[config.mk]
export PLATFORM = sky130hd
export DESIGN_NAME = ex_stage_flat
export DESIGN_NICKNAME = d
export VERILOG_FILES = /design/src/rtl/ex_pkg.sv /design/src/rtl/ex_stage_if.sv /design/src/rtl/ex_alu.sv /design/src/rtl/ex_stage.sv /design/src/flat_wrapper.sv
export SDC_FILE = /design/constraint.sdc
export NUM_CORES = 1
export LEC_CHECK = 0
export CAP_MARGIN = 20
export CORE_MARGIN = 2
export CORE_UTILIZATION = 30
export CTS_CLUSTER_DIAMETER = 200
export DETAILED_ROUTE_END_ITERATION = 12
export PLACE_DENSITY = 0.56
export REMOVE_ABC_BUFFERS = 1
export SYNTH_ARGS = -nofsm -noshare
export SYNTH_HDL_FRONTEND = slang
export SYNTH_SLANG_ARGS = --single-unit
[constraint.sdc]
create_clock -name clock -period 1.75 [get_ports clock]
set_clock_uncertainty 0.1 [all_clocks]
set_input_delay 0.35 -clock clock [delete_from_list [all_inputs] [get_ports clock]]
set_output_delay 0.35 -clock clock [all_outputs]
set_load 0.02 [all_outputs]
[src/rtl/ex_pkg.sv]
// Shared encodings, ALU operation enum and EX/MEM record for the execute stage.
package ex_pkg;

   localparam logic [1:0] ALUOP_ADD   = 2'b00;
   localparam logic [1:0] ALUOP_SUB   = 2'b01;
   localparam logic [1:0] ALUOP_RTYPE = 2'b10;
   localparam logic [1:0] ALUOP_OR    = 2'b11;

   localparam logic [5:0] FUNCT_ADD = 6'b100000;
   localparam logic [5:0] FUNCT_SUB = 6'b100010;
   localparam logic [5:0] FUNCT_AND = 6'b100100;
   localparam logic [5:0] FUNCT_OR  = 6'b100101;
   localparam logic [5:0] FUNCT_NOR = 6'b100111;
   localparam logic [5:0] FUNCT_SLT = 6'b101010;

   typedef enum logic [2:0] {
      ALU_ADD  = 3'd0,
      ALU_SUB  = 3'd1,
      ALU_AND  = 3'd2,
      ALU_OR   = 3'd3,
      ALU_NOR  = 3'd4,
      ALU_SLT  = 3'd5,
      ALU_ZERO = 3'd6
   } alu_op_e;

   typedef struct packed {
      logic [1:0] aluop;
      logic [5:0] funct;
   } alu_ctrl_t;

   typedef struct packed {
      logic        reg_write;
      logic        memto_reg;
      logic        mem_write;
      logic        mem_read;
      logic [31:0] alu_result;
      logic [31:0] write_data;
      logic [4:0]  write_reg;
      logic        overflow;
   } exmem_t;

   // Signed overflow of r = a + b; for a - b pass the inverted b sign.
   function automatic logic add_overflow(input logic a_msb, input logic b_msb, input logic r_msb);
      return (a_msb == b_msb) && (r_msb != a_msb);
   endfunction

   function automatic logic fwd_hit(input logic wr_en, input logic [4:0] wr_idx, input logic [4:0] idx);
      return wr_en && (wr_idx == idx) && (idx != 5'd0);
   endfunction

endpackage

[src/rtl/ex_stage_if.sv]
// ID/EX operand/control bundle, WB write-back port and EX/MEM outputs of the execute stage.
interface ex_stage_if;
   logic        IDEXRegWrite;
   logic        MemtoReg_EX;
   logic        ALUSrc_EX;
   logic        MemWrite_EX;
   logic        RegDst_EX;
   logic        MemRead_EX;
   logic [1:0]  ALUOp_EX;
   logic [31:0] Readdata1_EX;
   logic [31:0] Readdata2_EX;
   logic [31:0] Signextend_EX;
   logic [4:0]  Rs_EX;
   logic [4:0]  Rt_EX;
   logic [4:0]  Rd_EX;
   logic        RegWrite_WB;
   logic [4:0]  WriteReg_WB;
   logic [31:0] WriteData_WB;
   logic        RegWrite_MEM;
   logic        MemtoReg_MEM;
   logic        MemWrite_MEM;
   logic        MemRead_MEM;
   logic [31:0] ALUResult_MEM;
   logic [31:0] WriteData_MEM;
   logic [4:0]  WriteReg_MEM;
   logic        Overflow_MEM;

   modport master (
      output IDEXRegWrite, MemtoReg_EX, ALUSrc_EX, MemWrite_EX, RegDst_EX, MemRead_EX,
             ALUOp_EX, Readdata1_EX, Readdata2_EX, Signextend_EX, Rs_EX, Rt_EX, Rd_EX,
             RegWrite_WB, WriteReg_WB, WriteData_WB,
      input  RegWrite_MEM, MemtoReg_MEM, MemWrite_MEM, MemRead_MEM,
             ALUResult_MEM, WriteData_MEM, WriteReg_MEM, Overflow_MEM
   );

   modport slave (
      input  IDEXRegWrite, MemtoReg_EX, ALUSrc_EX, MemWrite_EX, RegDst_EX, MemRead_EX,
             ALUOp_EX, Readdata1_EX, Readdata2_EX, Signextend_EX, Rs_EX, Rt_EX, Rd_EX,
             RegWrite_WB, WriteReg_WB, WriteData_WB,
      output RegWrite_MEM, MemtoReg_MEM, MemWrite_MEM, MemRead_MEM,
             ALUResult_MEM, WriteData_MEM, WriteReg_MEM, Overflow_MEM
   );
endinterface

[src/rtl/ex_alu.sv]
// Combinational ALU: ALUOp/funct decode plus 32-bit arithmetic and signed-overflow flag.
module ex_alu
   import ex_pkg::*;
(
   input  logic [31:0] a,
   input  logic [31:0] b,
   input  alu_ctrl_t   op,
   output logic [31:0] result,
   output logic        overflow
);

   alu_op_e     alu_op_s;
   logic [31:0] sum_s;
   logic [31:0] diff_s;

   assign sum_s  = a + b;
   assign diff_s = a - b;

   // ALU control: map ALUOp and funct onto an internal operation
   always_comb begin
      alu_op_s = ALU_ZERO;
      case (op.aluop)
         ALUOP_ADD: alu_op_s = ALU_ADD;
         ALUOP_SUB: alu_op_s = ALU_SUB;
         ALUOP_OR:  alu_op_s = ALU_OR;
         ALUOP_RTYPE: begin
            case (op.funct)
               FUNCT_ADD: alu_op_s = ALU_ADD;
               FUNCT_SUB: alu_op_s = ALU_SUB;
               FUNCT_AND: alu_op_s = ALU_AND;
               FUNCT_OR:  alu_op_s = ALU_OR;
               FUNCT_NOR: alu_op_s = ALU_NOR;
               FUNCT_SLT: alu_op_s = ALU_SLT;
               default:   alu_op_s = ALU_ZERO;
            endcase
         end
         default: alu_op_s = ALU_ZERO;
      endcase
   end

   // Datapath; only add/sub can raise overflow
   always_comb begin
      result   = 32'd0;
      overflow = 1'b0;
      case (alu_op_s)
         ALU_ADD: begin
            result   = sum_s;
            overflow = add_overflow(a[31], b[31], sum_s[31]);
         end
         ALU_SUB: begin
            result   = diff_s;
            overflow = add_overflow(a[31], ~b[31], diff_s[31]);
         end
         ALU_AND: result = a & b;
         ALU_OR:  result = a | b;
         ALU_NOR: result = ~(a | b);
         ALU_SLT: result = {31'd0, ($signed(a) < $signed(b))};
         default: begin
            result   = 32'd0;
            overflow = 1'b0;
         end
      endcase
   end

endmodule

[src/rtl/ex_stage.sv]
// MIPS execute stage with EX/MEM register, flush/hold control and operand forwarding.
// Forwarding from MEM/WB is built only when EX_FORWARD_EN is defined.
module ex_stage
   import ex_pkg::*;
(
   input  logic       clock,
   input  logic       reset_n,
   input  logic       EXMEMFlush,
   input  logic       EXMEMHold,
   ex_stage_if.slave  bus
);

   exmem_t      exmem_d;
   exmem_t      exmem_q;
   logic [31:0] fwd_a_s;
   logic [31:0] fwd_b_s;
   logic [31:0] alu_b_s;
   logic [31:0] alu_result_s;
   logic        alu_ovf_s;
   alu_ctrl_t   alu_ctrl_s;

`ifdef EX_FORWARD_EN
   // Operand A: MEM (held contents during a hold) beats WB; r0 never forwarded
   always_comb begin
      fwd_a_s = bus.Readdata1_EX;
      if (fwd_hit(exmem_q.reg_write, exmem_q.write_reg, bus.Rs_EX)) begin
         fwd_a_s = exmem_q.alu_result;
      end else if (fwd_hit(bus.RegWrite_WB, bus.WriteReg_WB, bus.Rs_EX)) begin
         fwd_a_s = bus.WriteData_WB;
      end else begin
         fwd_a_s = bus.Readdata1_EX;
      end
   end

   // Operand B, same priority as A
   always_comb begin
      fwd_b_s = bus.Readdata2_EX;
      if (fwd_hit(exmem_q.reg_write, exmem_q.write_reg, bus.Rt_EX)) begin
         fwd_b_s = exmem_q.alu_result;
      end else if (fwd_hit(bus.RegWrite_WB, bus.WriteReg_WB, bus.Rt_EX)) begin
         fwd_b_s = bus.WriteData_WB;
      end else begin
         fwd_b_s = bus.Readdata2_EX;
      end
   end
`else
   logic unused_fwd_s;

   assign fwd_a_s      = bus.Readdata1_EX;
   assign fwd_b_s      = bus.Readdata2_EX;
   assign unused_fwd_s = ^{bus.RegWrite_WB, bus.WriteReg_WB, bus.WriteData_WB, bus.Rs_EX};
`endif

   assign alu_b_s          = bus.ALUSrc_EX ? bus.Signextend_EX : fwd_b_s;
   assign alu_ctrl_s.aluop = bus.ALUOp_EX;
   assign alu_ctrl_s.funct = bus.Signextend_EX[5:0];

   ex_alu u_alu (
      .a        (fwd_a_s),
      .b        (alu_b_s),
      .op       (alu_ctrl_s),
      .result   (alu_result_s),
      .overflow (alu_ovf_s)
   );

   // EX/MEM next state: flush beats hold beats a normal load
   always_comb begin
      exmem_d = exmem_q;
      if (EXMEMFlush) begin
         exmem_d = '0;
      end else if (EXMEMHold) begin
         exmem_d = exmem_q;
      end else begin
         exmem_d.reg_write  = bus.IDEXRegWrite;
         exmem_d.memto_reg  = bus.MemtoReg_EX;
         exmem_d.mem_write  = bus.MemWrite_EX;
         exmem_d.mem_read   = bus.MemRead_EX;
         exmem_d.alu_result = alu_result_s;
         exmem_d.write_data = fwd_b_s;
         exmem_d.write_reg  = bus.RegDst_EX ? bus.Rd_EX : bus.Rt_EX;
         exmem_d.overflow   = alu_ovf_s;
      end
   end

   // EX/MEM register
   always_ff @(posedge clock or negedge reset_n) begin
      if (!reset_n) begin
         exmem_q <= '0;
      end else begin
         exmem_q <= exmem_d;
      end
   end

   assign bus.RegWrite_MEM  = exmem_q.reg_write;
   assign bus.MemtoReg_MEM  = exmem_q.memto_reg;
   assign bus.MemWrite_MEM  = exmem_q.mem_write;
   assign bus.MemRead_MEM   = exmem_q.mem_read;
   assign bus.ALUResult_MEM = exmem_q.alu_result;
   assign bus.WriteData_MEM = exmem_q.write_data;
   assign bus.WriteReg_MEM  = exmem_q.write_reg;
   assign bus.Overflow_MEM  = exmem_q.overflow;

endmodule

[src/flat_wrapper.sv]
// flat-port wrapper written by rule: the top's interface ports become plain ports
module ex_stage_flat import ex_pkg::*;
  (clock, reset_n, EXMEMFlush, EXMEMHold, bus_IDEXRegWrite, bus_MemtoReg_EX, bus_ALUSrc_EX, bus_MemWrite_EX, bus_RegDst_EX, bus_MemRead_EX, bus_ALUOp_EX, bus_Readdata1_EX, bus_Readdata2_EX, bus_Signextend_EX, bus_Rs_EX, bus_Rt_EX, bus_Rd_EX, bus_RegWrite_WB, bus_WriteReg_WB, bus_WriteData_WB, bus_RegWrite_MEM, bus_MemtoReg_MEM, bus_MemWrite_MEM, bus_MemRead_MEM, bus_ALUResult_MEM, bus_WriteData_MEM, bus_WriteReg_MEM, bus_Overflow_MEM);
  ex_stage_if bus_i ();
  input  logic clock;
  input  logic reset_n;
  input  logic EXMEMFlush;
  input  logic EXMEMHold;
  input wire logic [$bits(bus_i.IDEXRegWrite)-1:0] bus_IDEXRegWrite;
  input wire logic [$bits(bus_i.MemtoReg_EX)-1:0] bus_MemtoReg_EX;
  input wire logic [$bits(bus_i.ALUSrc_EX)-1:0] bus_ALUSrc_EX;
  input wire logic [$bits(bus_i.MemWrite_EX)-1:0] bus_MemWrite_EX;
  input wire logic [$bits(bus_i.RegDst_EX)-1:0] bus_RegDst_EX;
  input wire logic [$bits(bus_i.MemRead_EX)-1:0] bus_MemRead_EX;
  input wire logic [$bits(bus_i.ALUOp_EX)-1:0] bus_ALUOp_EX;
  input wire logic [$bits(bus_i.Readdata1_EX)-1:0] bus_Readdata1_EX;
  input wire logic [$bits(bus_i.Readdata2_EX)-1:0] bus_Readdata2_EX;
  input wire logic [$bits(bus_i.Signextend_EX)-1:0] bus_Signextend_EX;
  input wire logic [$bits(bus_i.Rs_EX)-1:0] bus_Rs_EX;
  input wire logic [$bits(bus_i.Rt_EX)-1:0] bus_Rt_EX;
  input wire logic [$bits(bus_i.Rd_EX)-1:0] bus_Rd_EX;
  input wire logic [$bits(bus_i.RegWrite_WB)-1:0] bus_RegWrite_WB;
  input wire logic [$bits(bus_i.WriteReg_WB)-1:0] bus_WriteReg_WB;
  input wire logic [$bits(bus_i.WriteData_WB)-1:0] bus_WriteData_WB;
  output wire logic [$bits(bus_i.RegWrite_MEM)-1:0] bus_RegWrite_MEM;
  output wire logic [$bits(bus_i.MemtoReg_MEM)-1:0] bus_MemtoReg_MEM;
  output wire logic [$bits(bus_i.MemWrite_MEM)-1:0] bus_MemWrite_MEM;
  output wire logic [$bits(bus_i.MemRead_MEM)-1:0] bus_MemRead_MEM;
  output wire logic [$bits(bus_i.ALUResult_MEM)-1:0] bus_ALUResult_MEM;
  output wire logic [$bits(bus_i.WriteData_MEM)-1:0] bus_WriteData_MEM;
  output wire logic [$bits(bus_i.WriteReg_MEM)-1:0] bus_WriteReg_MEM;
  output wire logic [$bits(bus_i.Overflow_MEM)-1:0] bus_Overflow_MEM;
  assign bus_i.IDEXRegWrite = bus_IDEXRegWrite;
  assign bus_i.MemtoReg_EX = bus_MemtoReg_EX;
  assign bus_i.ALUSrc_EX = bus_ALUSrc_EX;
  assign bus_i.MemWrite_EX = bus_MemWrite_EX;
  assign bus_i.RegDst_EX = bus_RegDst_EX;
  assign bus_i.MemRead_EX = bus_MemRead_EX;
  assign bus_i.ALUOp_EX = bus_ALUOp_EX;
  assign bus_i.Readdata1_EX = bus_Readdata1_EX;
  assign bus_i.Readdata2_EX = bus_Readdata2_EX;
  assign bus_i.Signextend_EX = bus_Signextend_EX;
  assign bus_i.Rs_EX = bus_Rs_EX;
  assign bus_i.Rt_EX = bus_Rt_EX;
  assign bus_i.Rd_EX = bus_Rd_EX;
  assign bus_i.RegWrite_WB = bus_RegWrite_WB;
  assign bus_i.WriteReg_WB = bus_WriteReg_WB;
  assign bus_i.WriteData_WB = bus_WriteData_WB;
  assign bus_RegWrite_MEM = bus_i.RegWrite_MEM;
  assign bus_MemtoReg_MEM = bus_i.MemtoReg_MEM;
  assign bus_MemWrite_MEM = bus_i.MemWrite_MEM;
  assign bus_MemRead_MEM = bus_i.MemRead_MEM;
  assign bus_ALUResult_MEM = bus_i.ALUResult_MEM;
  assign bus_WriteData_MEM = bus_i.WriteData_MEM;
  assign bus_WriteReg_MEM = bus_i.WriteReg_MEM;
  assign bus_Overflow_MEM = bus_i.Overflow_MEM;
  ex_stage u_core (.clock(clock), .reset_n(reset_n), .EXMEMFlush(EXMEMFlush), .EXMEMHold(EXMEMHold), .bus(bus_i));
endmodule
==> metrics.yaml <==
setup_path:
  cp_data_arrival_time_ns: 3.54
  worst_setup_path_start_kind: "primary input"
  critPathKind: "primary input to flip-flop"
  worst-path-max-fanout: 5
  endpoint_kind: "flip-flop"
  cp.required_ns: 1.88
global_routing:
  grt.overflow.total: 0
  grt_pass1_wl_um: 56700
  grtUsageTotal: 0.232
  grt_max_degree: 39
  antenna_found_initial: 1
  grt_pass1_vias: 10600
clock_tree:
  cts.htree.levels: 3
  path_clk_slew_ns: 0.07
  clk_latency_ns: 0.35
  cts_tree: "built"
  clockRootBuffer: "clkbuf_16"
  numCtsBuffers: 9
  numClockSinks: 74
  cts.path.max_buffers: 2
cells_and_area:
  layout_commonest_cell: "buf_4"
  syn_to_final_growth_pct: 75.4
  final_cell_mix: "354 x buf_4, 108 x nor2_1, 97 x inv_1, 92 x dlygate4sd2_1, 86 x ha_1"
  fill_cells: 2745
  layout-drive-gt1-share: 0.356
  final_nets: 1887
  antenna_cells: 0
synth:
  yosysTopAreaCell: "dfrtp_1"
  synth_top_area_share: 0.214
  yosysWarnings: 0
  ys_ff_latch: 74
  synthCells: 1106
  synth_cell_types: 72
  synth_flop_cell: "dfrtp_1"
  synth_edf_count: 0
  ys_seq_area_frac: 0.214
  syn-mean-instance-area_um2: 7.81
  async_flop_share: 1.00
  mappedNetlistArea_um2: 8640
  synthTopCellsByArea: "dfrtp_1 21%, ha_1 15%, mux2i_1 8.6%"
placed_design:
  port_buffers: 191
  pre_cts_slack_ns: -2.50
  dpl.hpwl_um: 27200
  gp_congestion: 0.942
power_and_ir_drop:
  p_comb_frac: 0.527
  p_sw_frac: 0.377
  max-vdd-ir-drop_v: 0.000379
  p_clk_frac: 0.259
  p_leak_nw: 7.30
  p_sw_w: 0.00337
  internal_power_w: 0.00556
  p_seq_frac: 0.213
  power_w: 0.00893
  power_density_nw_per_um2: 589
floorplanning:
  ioPinCount: 235
  core_um2: 28500
  die_area_um2: 30200
  die_h_um: 174
  start_util: 0.303
  die_w_um: 174
  std_cell_rows: 62
outcome:
  status: "finished with violations"
  failed_checks: "setup timing"
timing:
  fin_crit_sh: 1.95
  hold_ws_ns: 0.209
  setup_tns_ns: -40.13
  slew_violations: 0
  finalHoldViolCount: 0
  setup_ws_ns: -1.66
  setup-violations-final: 33
  max_freq_ghz: 0.293
  max-slew-margin-rel: 0.630
  grt_setup_unrepaired: "yes"
  worstMarginPinSlew_ns: 0.554
  post-route-min-period_ns: 3.41
route:
  dr.pass1.iters: 5
  ant_nets: 0
  avgRoutedWirePerCell_um: 17.9
  viasPerCell: 5.22
  drt-total-wl_um: 36000
  vias: 10500
  drt_iter0_drc: 652
  drc: 0
job:
  max_cap_viol_count: 0
hold_path:
  hp-class: "primary input to flip-flop"
[sequential cells by signal, summed over array words and instances, names as in the netlist]
register / flops
u_core.bus.ALUResult_MEM: 32
u_core.bus.MemWrite_MEM: 1
u_core.bus.Overflow_MEM: 1
u_core.bus.MemRead_MEM: 1
u_core.bus.WriteData_MEM: 32
u_core.bus.MemtoReg_MEM: 1
u_core.bus.WriteReg_MEM: 5
u_core.bus.RegWrite_MEM: 1
[layer usage]
| layer | vias up | wire (um) | track usage |
|---|---|---|---|
| li1 | 5054 | - | - |
| met1 | 5040 | 16400 | 0.313 |
| met2 | 332 | 17100 | 0.394 |
| met3 | 48 | 1920 | 0.0309 |
| met4 | 2 | 639 | 0.0508 |
| met5 | - | 13 | 0 |
[kinds of logic (layout without fill, tap and decap cells)]
| logic type | count (synthesis) | after routing | synth area share |
|---|---|---|---|
| AND/OR/NAND/NOR | 298 | 298 | 0.162 |
| buffers and inverters | 176 | 694 | 0.0786 |
| AO/OA/AOI/OAI | 367 | 367 | 0.292 |
| multiplexers | 74 | 74 | 0.0857 |
| adder cells (fa/ha/maj) | 107 | 107 | 0.157 |
| XOR/XNOR | 10 | 10 | 0.0101 |
| flip-flops | 74 | 74 | 0.214 |
[what timing repair did]
item,in CTS,in global routing
setup endpoints to repair,107,33
endpoints found under the hold margin,18,0
setup buffers,32,18
hold buffers,1,0
pin swaps,82,66
gates resized for setup,290,98
[layout make-up]
cell class	instances	area, um2	share of cell area
multi-input combinational	856	7200	0.475
inverter	104	393	0.0259
clock inverter	7	124	0.00818
sequential	74	1850	0.122
tap	384	480	0.0317
clock buffer	9	225	0.0149
timing repair buffer	574	4880	0.322
[critical path: stages]
cell and delay [ns]:
buf_12 0.10, mux2i_4 0.23, inv_2 0.08, ha_4 0.17, fa_2 0.35, a21o_1 0.19, a221o_1 0.35, a311o_1 0.36
o31a_1 0.38, a21oi_4 0.29, o31ai_4 0.08, o41a_1 0.39, mux2i_1 0.17, nand2_1 0.07
[synth_stat cells, types with 6 or more instances]
library cell / number
and3_1: 7
inv_1: 103
nor4_1: 11
xnor2_1: 9
o21a_1: 15
nand4_1: 10
nand2_1: 59
a211oi_1: 8
nor3_1: 26
o21ai_0: 60
a221oi_1: 33
o221ai_1: 14
o21bai_1: 15
a21oi_1: 102
a311oi_1: 6
a21o_1: 15
nand3_1: 15
buf_1: 11
a221o_1: 15
o31ai_1: 13
dfrtp_1: 74
clkbuf_1: 56
mux2i_1: 74
nor2_1: 114
ha_1: 105
nand2b_1: 15
o211ai_1: 11
nor2b_1: 21
[power by group through the flow]
stage                     sequential (W)  clock, W  combinational, W
after global routing             0.00192   0.00243           0.00508
after CTS                        0.00191   0.00237           0.00439
after floorplan                  0.00208         0           0.00167
after detailed placement         0.00194         0           0.00404
final                            0.00190   0.00232           0.00471
after global placement           0.00194         0           0.00401
[worst paths after layout]
check	startpoint	end	slack [ns]	depth (start not counted)
max	bus_ALUSrc_EX	u_core.bus.ALUResult_MEM[30]	-1.66	14
min	bus_Readdata2_EX[0]	u_core.bus.WriteData_MEM[0]	0.21	3
max reg2reg	u_core.bus.ALUResult_MEM[31]	u_core.bus.ALUResult_MEM[31]	0.20	5
min reg2reg	u_core.bus.ALUResult_MEM[2]	u_core.bus.ALUResult_MEM[2]	0.38	1
max in group asynchronous	reset_n	u_core.bus.WriteData_MEM[12]	0.68	3
min in group asynchronous	reset_n	u_core.bus.WriteData_MEM[2]	0.33	2
[stage by stage]
step,instances,utilization,instance area [um2]
CTS,1992,0.511,14600
global route,2008,0.531,15200
detailed placement,1947,0.469,13400
global placement,1947,0.469,13400
finish,2008,0.531,15200
floorplan,1034,-,8350
Note: power is estimated with default switching activity, not from simulation.
